===== src/rtl/spi_link_pkg.sv =====
// Shared constants and types for the SPI byte link.
package spi_link_pkg;

    localparam int unsigned SPI_BITS = 8;

    typedef logic [SPI_BITS-1:0] spi_byte_t;

    localparam spi_byte_t FILL_BYTE_DEF = 8'hFF;

endpackage


===== src/rtl/spi_byte_link_if.sv =====
// Byte-level handshake bundle between the SPI link and the command decoder.
interface spi_byte_link_if;
    import spi_link_pkg::*;

    spi_byte_t rd_data;
    logic      rd_valid;
    logic      rd_ready;
    spi_byte_t wr_data;
    logic      wr_ready;
    logic      wr_valid;
    logic      start;
    logic      rx_overflow;
    logic      tx_underrun;

    modport slave (
        output rd_data,
        output rd_valid,
        input  rd_ready,
        input  wr_data,
        input  wr_ready,
        output wr_valid,
        output start,
        output rx_overflow,
        output tx_underrun
    );

    modport master (
        input  rd_data,
        input  rd_valid,
        output rd_ready,
        output wr_data,
        output wr_ready,
        input  wr_valid,
        input  start,
        input  rx_overflow,
        input  tx_underrun
    );

endinterface


===== src/rtl/byte_fifo.sv =====
// Synchronous show-ahead FIFO with flush; head entry is presented combinationally.
module byte_fifo #(
    parameter int unsigned DEPTH = 4,
    parameter int unsigned WIDTH = 8
) (
    input  logic                     clk,
    input  logic                     reset,
    input  logic                     flush_i,
    input  logic                     push_i,
    input  logic [WIDTH-1:0]         push_data_i,
    input  logic                     pop_i,
    output logic [WIDTH-1:0]         pop_data_o,
    output logic                     full_o,
    output logic                     empty_o,
    output logic [$clog2(DEPTH):0]   count_o
);

    localparam int unsigned PTR_W = $clog2(DEPTH);
    localparam logic [PTR_W:0] CNT_FULL = (PTR_W + 1)'(DEPTH);

    logic [WIDTH-1:0] mem_q [DEPTH];
    logic [PTR_W-1:0] wr_ptr_q, wr_ptr_d;
    logic [PTR_W-1:0] rd_ptr_q, rd_ptr_d;
    logic [PTR_W:0]   count_q, count_d;
    logic             do_push, do_pop;

    always_comb begin
        do_pop   = pop_i && (count_q != '0) && !flush_i;
        // A full FIFO still accepts a push when the head leaves in the same cycle.
        do_push  = push_i && !flush_i && ((count_q != CNT_FULL) || do_pop);
        wr_ptr_d = wr_ptr_q;
        rd_ptr_d = rd_ptr_q;
        count_d  = count_q;
        if (flush_i) begin
            wr_ptr_d = '0;
            rd_ptr_d = '0;
            count_d  = '0;
        end else begin
            if (do_push) wr_ptr_d = wr_ptr_q + PTR_W'(1);
            if (do_pop)  rd_ptr_d = rd_ptr_q + PTR_W'(1);
            if (do_push && !do_pop)      count_d = count_q + (PTR_W + 1)'(1);
            else if (do_pop && !do_push) count_d = count_q - (PTR_W + 1)'(1);
        end
    end

    always_ff @(posedge clk) begin
        if (reset) begin
            wr_ptr_q <= '0;
            rd_ptr_q <= '0;
            count_q  <= '0;
        end else begin
            wr_ptr_q <= wr_ptr_d;
            rd_ptr_q <= rd_ptr_d;
            count_q  <= count_d;
        end
    end

    always_ff @(posedge clk) begin
        if (do_push && !reset) mem_q[wr_ptr_q] <= push_data_i;
    end

    assign pop_data_o = mem_q[rd_ptr_q];
    assign full_o     = (count_q == CNT_FULL);
    assign empty_o    = (count_q == '0);
    assign count_o    = count_q;

endmodule


===== src/rtl/spi_byte_link.sv =====
// Mode-0 SPI slave oversampled in the clk domain: MOSI bytes into a show-ahead FIFO,
// transmit bytes out on MISO, one start pulse per chip-select assertion.
module spi_byte_link
    import spi_link_pkg::*;
#(
    parameter int unsigned FIFO_DEPTH = 4,
    parameter spi_byte_t   FILL_BYTE  = FILL_BYTE_DEF
) (
    input  logic            clk,
    input  logic            reset,
    input  logic            spi_sck,
    input  logic            spi_cs_n,
    input  logic            spi_mosi,
    output logic            spi_miso,
    output logic            spi_miso_oe,
    spi_byte_link_if.slave  bus
);

    localparam int unsigned CNT_W = $clog2(SPI_BITS);

    logic sck_s1_q, sck_s2_q, sck_h_q;
    logic cs_s1_q, cs_s2_q, cs_h_q;
    logic mosi_s1_q, mosi_s2_q;
    logic [2:0] vld_q;

    logic             active_q, active_d;
    logic [CNT_W-1:0] bit_cnt_q, bit_cnt_d;
    spi_byte_t        rx_sh_q, rx_sh_d;
    spi_byte_t        tx_sh_q, tx_sh_d;
    logic             ovf_q, ovf_d;
    logic             und_q, und_d;
    logic             oe_q, oe_d;

    logic      cs_fall, sck_rise, sck_fall, selected;
    logic      rx_bit, tx_bit, byte_done, tx_load, wr_valid;
    spi_byte_t push_byte, fifo_head;
    logic      fifo_full, fifo_empty, fifo_pop;
    logic [$clog2(FIFO_DEPTH):0] fifo_count;

    // vld_q tracks when each sync stage holds a pin-derived value rather than its reset value,
    // so a select already low at reset release never looks like a falling edge.
    always_ff @(posedge clk) begin
        if (reset) begin
            sck_s1_q  <= 1'b0;
            sck_s2_q  <= 1'b0;
            sck_h_q   <= 1'b0;
            cs_s1_q   <= 1'b1;
            cs_s2_q   <= 1'b1;
            cs_h_q    <= 1'b1;
            mosi_s1_q <= 1'b0;
            mosi_s2_q <= 1'b0;
            vld_q     <= '0;
        end else begin
            sck_s1_q  <= spi_sck;
            sck_s2_q  <= sck_s1_q;
            sck_h_q   <= sck_s2_q;
            cs_s1_q   <= spi_cs_n;
            cs_s2_q   <= cs_s1_q;
            cs_h_q    <= cs_s2_q;
            mosi_s1_q <= spi_mosi;
            mosi_s2_q <= mosi_s1_q;
            vld_q     <= {vld_q[1:0], 1'b1};
        end
    end

    always_comb begin
        cs_fall   = vld_q[2] && cs_h_q && !cs_s2_q;
        sck_rise  = sck_s2_q && !sck_h_q;
        sck_fall  = !sck_s2_q && sck_h_q;
        selected  = active_q && !cs_s2_q;
        rx_bit    = selected && sck_rise && !cs_fall;
        tx_bit    = selected && sck_fall && !cs_fall;
        byte_done = rx_bit && (bit_cnt_q == CNT_W'(SPI_BITS - 1));
        tx_load   = cs_fall || byte_done;
        push_byte = {rx_sh_q[SPI_BITS-2:0], mosi_s2_q};
        fifo_pop  = bus.rd_ready && (fifo_count != '0);
    end

    always_comb begin
        active_d  = active_q;
        bit_cnt_d = bit_cnt_q;
        rx_sh_d   = rx_sh_q;
        tx_sh_d   = tx_sh_q;
        ovf_d     = ovf_q;
        und_d     = und_q;
        oe_d      = !cs_s2_q;
        wr_valid  = 1'b0;

        if (cs_s2_q) active_d = 1'b0;
        if (cs_fall) active_d = 1'b1;

        if (rx_bit) begin
            rx_sh_d   = push_byte;
            bit_cnt_d = bit_cnt_q + CNT_W'(1);
        end
        // The falling edge right after a byte boundary must keep the freshly loaded MSB.
        if (tx_bit && (bit_cnt_q != '0)) tx_sh_d = {tx_sh_q[SPI_BITS-2:0], 1'b0};

        if (cs_fall) begin
            bit_cnt_d = '0;
            ovf_d     = 1'b0;
            und_d     = 1'b0;
        end
        if (byte_done && fifo_full && !fifo_pop) ovf_d = 1'b1;

        if (tx_load) begin
            if (bus.wr_ready) begin
                tx_sh_d  = bus.wr_data;
                wr_valid = 1'b1;
            end else begin
                tx_sh_d = FILL_BYTE;
                und_d   = 1'b1;
            end
        end
    end

    always_ff @(posedge clk) begin
        if (reset) begin
            active_q  <= 1'b0;
            bit_cnt_q <= '0;
            rx_sh_q   <= '0;
            tx_sh_q   <= FILL_BYTE;
            ovf_q     <= 1'b0;
            und_q     <= 1'b0;
            oe_q      <= 1'b0;
        end else begin
            active_q  <= active_d;
            bit_cnt_q <= bit_cnt_d;
            rx_sh_q   <= rx_sh_d;
            tx_sh_q   <= tx_sh_d;
            ovf_q     <= ovf_d;
            und_q     <= und_d;
            oe_q      <= oe_d;
        end
    end

    byte_fifo #(
        .DEPTH (FIFO_DEPTH),
        .WIDTH (SPI_BITS)
    ) u_rx_fifo (
        .clk         (clk),
        .reset       (reset),
        .flush_i     (cs_fall),
        .push_i      (byte_done),
        .push_data_i (push_byte),
        .pop_i       (fifo_pop),
        .pop_data_o  (fifo_head),
        .full_o      (fifo_full),
        .empty_o     (fifo_empty),
        .count_o     (fifo_count)
    );

    assign spi_miso        = tx_sh_q[SPI_BITS-1];
    assign spi_miso_oe     = oe_q;
    assign bus.rd_data     = fifo_head;
    assign bus.rd_valid    = !fifo_empty;
    assign bus.wr_valid    = wr_valid;
    assign bus.start       = cs_fall;
    assign bus.rx_overflow = ovf_q;
    assign bus.tx_underrun = und_q;

endmodule


===== src/flat_wrapper.sv =====
// flat-port wrapper written by rule: the top's interface ports become plain ports
module spi_byte_link_flat import spi_link_pkg::*;
#(
    parameter int unsigned FIFO_DEPTH = 4,
    parameter spi_byte_t   FILL_BYTE  = FILL_BYTE_DEF
)
  (clk, reset, spi_sck, spi_cs_n, spi_mosi, spi_miso, spi_miso_oe, bus_rd_data, bus_rd_valid, bus_rd_ready, bus_wr_data, bus_wr_ready, bus_wr_valid, bus_start, bus_rx_overflow, bus_tx_underrun);
  spi_byte_link_if bus_i ();
  input  logic clk;
  input  logic reset;
  input  logic spi_sck;
  input  logic spi_cs_n;
  input  logic spi_mosi;
  output logic spi_miso;
  output logic spi_miso_oe;
  output wire logic [$bits(bus_i.rd_data)-1:0] bus_rd_data;
  output wire logic [$bits(bus_i.rd_valid)-1:0] bus_rd_valid;
  input wire logic [$bits(bus_i.rd_ready)-1:0] bus_rd_ready;
  input wire logic [$bits(bus_i.wr_data)-1:0] bus_wr_data;
  input wire logic [$bits(bus_i.wr_ready)-1:0] bus_wr_ready;
  output wire logic [$bits(bus_i.wr_valid)-1:0] bus_wr_valid;
  output wire logic [$bits(bus_i.start)-1:0] bus_start;
  output wire logic [$bits(bus_i.rx_overflow)-1:0] bus_rx_overflow;
  output wire logic [$bits(bus_i.tx_underrun)-1:0] bus_tx_underrun;
  assign bus_rd_data = bus_i.rd_data;
  assign bus_rd_valid = bus_i.rd_valid;
  assign bus_i.rd_ready = bus_rd_ready;
  assign bus_i.wr_data = bus_wr_data;
  assign bus_i.wr_ready = bus_wr_ready;
  assign bus_wr_valid = bus_i.wr_valid;
  assign bus_start = bus_i.start;
  assign bus_rx_overflow = bus_i.rx_overflow;
  assign bus_tx_underrun = bus_i.tx_underrun;
  spi_byte_link #(.FIFO_DEPTH(FIFO_DEPTH), .FILL_BYTE(FILL_BYTE)) u_core (.clk(clk), .reset(reset), .spi_sck(spi_sck), .spi_cs_n(spi_cs_n), .spi_mosi(spi_mosi), .spi_miso(spi_miso), .spi_miso_oe(spi_miso_oe), .bus(bus_i));
endmodule

===== config.mk =====
export PLATFORM = sky130hd
export DESIGN_NAME = spi_byte_link_flat
export DESIGN_NICKNAME = d
export VERILOG_FILES = /design/src/rtl/spi_link_pkg.sv /design/src/rtl/spi_byte_link_if.sv /design/src/rtl/byte_fifo.sv /design/src/rtl/spi_byte_link.sv /design/src/flat_wrapper.sv
export SDC_FILE = /design/constraint.sdc
export NUM_CORES = 1
export LEC_CHECK = 0
export CORE_ASPECT_RATIO = 0.7
export CORE_UTILIZATION = 36
export DETAILED_ROUTE_END_ITERATION = 10
export GPL_TIMING_DRIVEN = 0
export PLACE_DENSITY_LB_ADDON = 0.05
export SYNTH_ARGS = -nofsm -noshare
export SYNTH_HDL_FRONTEND = slang
export SYNTH_HIERARCHICAL = 1
export SYNTH_SLANG_ARGS = --single-unit

===== constraint.sdc =====
create_clock -name clk -period 5.1 [get_ports clk]
set_input_delay 1.53 -clock clk [delete_from_list [all_inputs] [get_ports clk]]
set_output_delay 1.53 -clock clk [all_outputs]
set_load 0.02 [all_outputs]

### Yosys cells after proc, flatten, opt, wreduce, memory -nomap -nowiden

Memories as Yosys holds them, arrays and structs flattened. A register that Yosys moved wholly into a read port is not among the register bits.
Index checks and enable logic that the tools add are counted.

| operators by class | value |
|---|---|
| add/subtract/negate cells | 5 |
| eq/ne operators | 3 |
| multiplexer cells | 19 |
| reduce and logical (&&, ||, !) cells | 40 |

Operator list:

| operator | number |
|---|---|
| 8-bit two-way mux | 3 |
| 1-bit logical AND | 21 |
| 1-bit two-way mux | 12 |
| 1-bit zero test | 9 |
| 2-bit nonzero test | 4 |
| 3-bit by 1-bit adder with 3-bit output (second input constant) | 2 |
| 3-bit equality test (second input constant) | 2 |
| 3-bit two-way mux | 2 |
| 3-bit nonzero test | 2 |
| 2-bit by 1-bit adder with 2-bit output (second input constant) | 2 |
| 2-bit two-way mux | 2 |
| 3-bit zero test | 1 |
| 3-bit inequality test (second input constant) | 1 |
| 3-bit by 1-bit subtractor with 3-bit output (second input constant) | 1 |
| 1-bit logical OR | 2 |
| 2-bit OR reduction | 1 |

| storage, ports and cells | value |
|---|---|
| bits in registers | 40 |
| memory bits (writable) | 32 |
| output and inout bits | 15 |
| word-level logic and storage cells | 88 |
| memories kept | 1 |

Memories:

| memory | words | bits a word | read ports | clocked after memory_dff | write ports | RTL line | text |
|---|---|---|---|---|---|---|---|
| u_core.u_rx_fifo.mem_q | 4 | 8 | 1 | 1 | 1 | byte_fifo.sv:21 | `logic [WIDTH-1:0] mem_q [DEPTH];` |

### Depth between registers and ports, before layout

| logic depth | value |
|---|---|
| word-level depth | 11 |
| gate-level depth with buffers | 11 |
| mapped depth without buffers | 11 |

### Hierarchy

The synthesis kept the hierarchy.

Modules (own cells, without submodules):

| module | instances | cells each | area an instance (sq um) |
|---|---|---|---|
| byte_fifo | 1 | 95 | 1656.6 |
| spi_byte_link | 1 | 123 | 1248.7 |

### Least setup slack after synthesis

No wires, ideal clock.

| path | value |
|---|---|
| path type | input to register |
| start | in bus_rd_ready |
| end | reg u_core.u_rx_fifo.count_q[2] (netlist: u_core/u_rx_fifo/count_o[2]) |
| data arrival time | 3.219 ns |
| path slack | 1.811 ns |
| stages on the path | 10 |
| path buffers | 0 |
| path through | o31a_1 or4b_1 nand3_2 inv_1 ha_1 inv_1 fa_1 xor2_1 or3_1 a21oi_1 |

| on the way | value |
|---|---|
| word-level cells in the longest chain between the ends | 8 |
| elaborated cells between the ends (all ways) | 11 |

Ends and longest elaborated chain:

| what | RTL line | text |
|---|---|---|
| from (decl) | flat_wrapper.sv:18 | `input wire logic [$bits(bus_i.rd_ready)-1:0] bus_rd_ready;` |
| 1-bit logical AND * | spi_byte_link.sv:76 | `fifo_pop = bus.rd_ready && (fifo_count != '0);` |
| 1-bit logical AND * (2 in series) | byte_fifo.sv:28 | `do_pop = pop_i && (count_q != '0) && !flush_i;` |
| 1-bit logical OR | byte_fifo.sv:30 | `do_push = push_i && !flush_i && ((count_q != CNT_FULL) \|\| do_pop);` |
| 1-bit logical AND | byte_fifo.sv:30 |  |
| 1-bit zero test | byte_fifo.sv:42 | `else if (do_pop && !do_push) count_d = count_q - (PTR_W + 1)'(1);` |
| 1-bit logical AND | byte_fifo.sv:42 |  |
| 2-bit nonzero test (no source line) | - |  |
| to (signal assigned) | byte_fifo.sv:54 | `count_q <= count_d;` |
| to (decl) | byte_fifo.sv:24 | `logic [PTR_W:0] count_q, count_d;` |

Every way passes the cells marked *; elsewhere a longest branch is shown, timed or not.
A chain may end at the register's enable or synchronous reset.

### Worst setup path after layout

| path | value |
|---|---|
| start | in bus_wr_ready |
| end | out bus_wr_valid |

| on the way | value |
|---|---|
| word-level cells in the longest chain between the ends | 2 |

Ends and longest elaborated chain:

| what | RTL line | text |
|---|---|---|
| from (decl) | flat_wrapper.sv:20 | `input wire logic [$bits(bus_i.wr_ready)-1:0] bus_wr_ready;` |
| 1-bit two-way mux | spi_byte_link.sv:107 | `if (bus.wr_ready) begin` |
| 1-bit two-way mux | spi_byte_link.sv:106 | `if (tx_load) begin` |
| to (decl) | flat_wrapper.sv:21 | `output wire logic [$bits(bus_i.wr_valid)-1:0] bus_wr_valid;` |

No other way between the ends.

==> metrics.txt <==
CP cell instances clkdlybuf4s50_1 -> and2b_1 -> clkdlybuf4s50_1; Final Critical Period 4.37 ns; die area around 8400 um2; slowest stage delay, CP 0.59 ns; final setup violation count 0; syn_nets 242; Clk Latency, worst-skew pair roughly 0.33 ns; WL final between 5000 and 6000 um; vias between 1500 and 2000; number of diodes 0; async set-reset flop share out of synthesis 0%; Slowest cell on crit path clkdlybuf4s50_1; post-CTS setup repair buffer count 0; worst clock skew approximately 0.0073 ns; CP startpoint kind input port; # IOs 30; Post-CTS Resized 0; vias per std cell slightly below 5; Final TNS setup 0 ns; register area share after synthesis 62.0%; Peak VDD IR approximately 180 uV; final hold slack approximately 0.41 ns; final hold viol count 0; max_cap viols 0; Hold WC Path Type flop to flop; hold buffer count at CTS 0; Post-synth EDFFs 32; Routed WL per cell approximately 14 um; DRT iter0 DRCs between 60 and 70; unrepaired setup endpoints after global routing false; first-pass GRT wire length 8760 um; cts bufs inserted 9; Area growth, synth to finish 25.9%; Final nets between 200 and 300; Pleak 0.00139 uW; pwr dens around 350 nW/um2; global route overflow 0; non-filler cells, final 365; Max Buffers Root-to-Sink 2; Crit. End Element output port; Placed Cells 349; hpwl dp 3510 um; layout cells sized above 1 14.8%; die width roughly 110 um; Synth Cell Area slightly below 3000 um2; clock sinks 74; drt first pass iters 4; Total Routing Usage GR 14.5%; DRC 0; Max-slew headroom between 40% and 50%; synth warn 6; crit path max fanout 4; Row Count 27; crit path kind input port to output port; f_max between 200 and 250 MHz; Syn Area/Cell around 13 um2; antenna violations before repair 0; largest net degree at the start of global routing 14; part of the cycle the worst path needs roughly 86%; worst-margin pin slew ~0.85 ns; post-synthesis cell count 218; Root Driver clkbuf_16; status finished, final reports clean; Slew Limit Fails 0; Worst Path Required 3.57 ns; Die Ht 77.2 um; vias in the first global route between 1500 and 2000; H-tree depth 3; final RePlAce weighted congestion around 0.73; Core ar. roughly 7800 um2; most used cell, CP clkdlybuf4s50_1; Main synth FF type dfxtp_1; ANT nets after route 0; starting density of the core approximately 37%; Filler Cell Count roughly 700; Worst-path clk slew 0.05 ns; CTS tree yes; Critical Path AT about 2.8 ns; FF+latch count, synth 74; Synth cell types 40; I/O Buffers 29
## cells in the mapped netlist (all sizes together), types with 2 or more instances
cell      n  area (um2)
nor2b     7        43.8
o21ai     2        13.8
clkbuf    2        7.51
mux2i    12         120
inv      13        48.8
nor3b     5        37.5
nand3b    5        50.1
ha        8         100
a21oi    13        65.1
xor2      2        17.5
dfxtp    42         841
edfxtp   32         961
or2       3        18.8
a2bb2oi   8        70.1
and4bb    2        28.8
buf       3        20.0
nor2      8        32.5
mux4      8         180
or3       3        18.8
nand2    27         101
## metal layers
| metal | routed length, um | global-route usage [%] |
|---|---|---|
| met5 | 0 | 0 |
| met4 | 46 | 4.40 |
| met1 | 2770 | 20.6 |
| met2 | 2180 | 19.1 |
| met3 | 235 | 6.89 |
## cells by family after synthesis
kind of cell,Yosys count,synth area share [%]
simple gates,66,13.0
buf+inv,18,2.63
flops,74,62.0
fa+ha+maj,9,4.13
mux,20,10.3
compound gates,28,7.02
xor+xnor,3,0.905
## critical path, delay by kind of cell
kind / cells / cell delay [ns]
buffers and inverters: 2 / 1.16
AND/OR/NAND/NOR: 1 / 0.15
## registers in the layout, summed over array words and instances (netlist names), 2 cells and up, named ones only
signal,cells
u_core/u_rx_fifo/mem_q,32
u_core/tx_sh_q,8
u_core/rx_sh_q,7
u_core/bit_cnt_q,3
u_core/u_rx_fifo/count_o,3
u_core/vld_q,3
u_core/u_rx_fifo/rd_ptr_q,2
u_core/u_rx_fifo/wr_ptr_q,2
## area by class of cell
cell class / instances / area [um2] / share of cell area, %
Tap cell: 101 / 126 / 3.45
Sequential cell: 74 / 1800 / 49.2
Clock inverter: 4 / 48.8 / 1.33
Buffer: 5 / 27.5 / 0.752
Timing Repair Buffer: 30 / 295 / 8.07
Clock buffer: 12 / 268 / 7.32
Multi-Input combinational cell: 126 / 1040 / 28.5
Inverter: 13 / 48.8 / 1.33
## path summary, 6_finish.rpt
path,from,end,slack [ns],cells after the start
hold / removal,u_core/cs_s1_q,u_core/cs_s2_q,0.41,1
hold reg to reg,u_core/cs_s1_q,u_core/cs_s2_q,0.41,1
setup reg to reg,u_core/bit_cnt_q[0],u_core/u_rx_fifo/count_o[2],2.39,11
setup / recovery,bus_wr_ready,bus_wr_valid,0.73,3
## where the power goes
| group | leakage [uW] | internal (uW) | switching [uW] |
|---|---|---|---|
| clock network | 0.000158 | 421 | 227 |
| logic | 0.000603 | 16.0 | 12.5 |
| registers | 0.000630 | 618 | 1.91 |
## metrics by stage
step,total power [uW],utilization [%],area (um2),worst slack [ns]
5_1_grt,1350,46.7,3660,0.677
2_1_floorplan,644,-,2910,1.81
3_5_place_dp,661,42.6,3340,0.722
6_report,1300,46.7,3660,0.730
3_3_place_gp,661,42.4,3320,0.710
4_1_cts,1310,46.7,3660,0.718
## placed cells by master (no fill, tap or decap), types with 2 or more instances in the layout
cell / count
nand3b_1: 4
a21oi_1: 13
nor2b_1: 7
clkbuf_16: 10
nand2_1: 27
dfxtp_1: 42
nor3b_1: 2
xor2_1: 2
or3_1: 3
mux4_2: 8
nor2_1: 7
mux2i_1: 12
or2_2: 3
inv_1: 12
a2bb2oi_1: 8
clkinv_2: 2
nor3b_2: 3
ha_1: 8
edfxtp_1: 32
clkdlybuf4s50_1: 29
buf_2: 2
clkbuf_1: 3
Note: power is estimated with default switching activity, not from simulation.
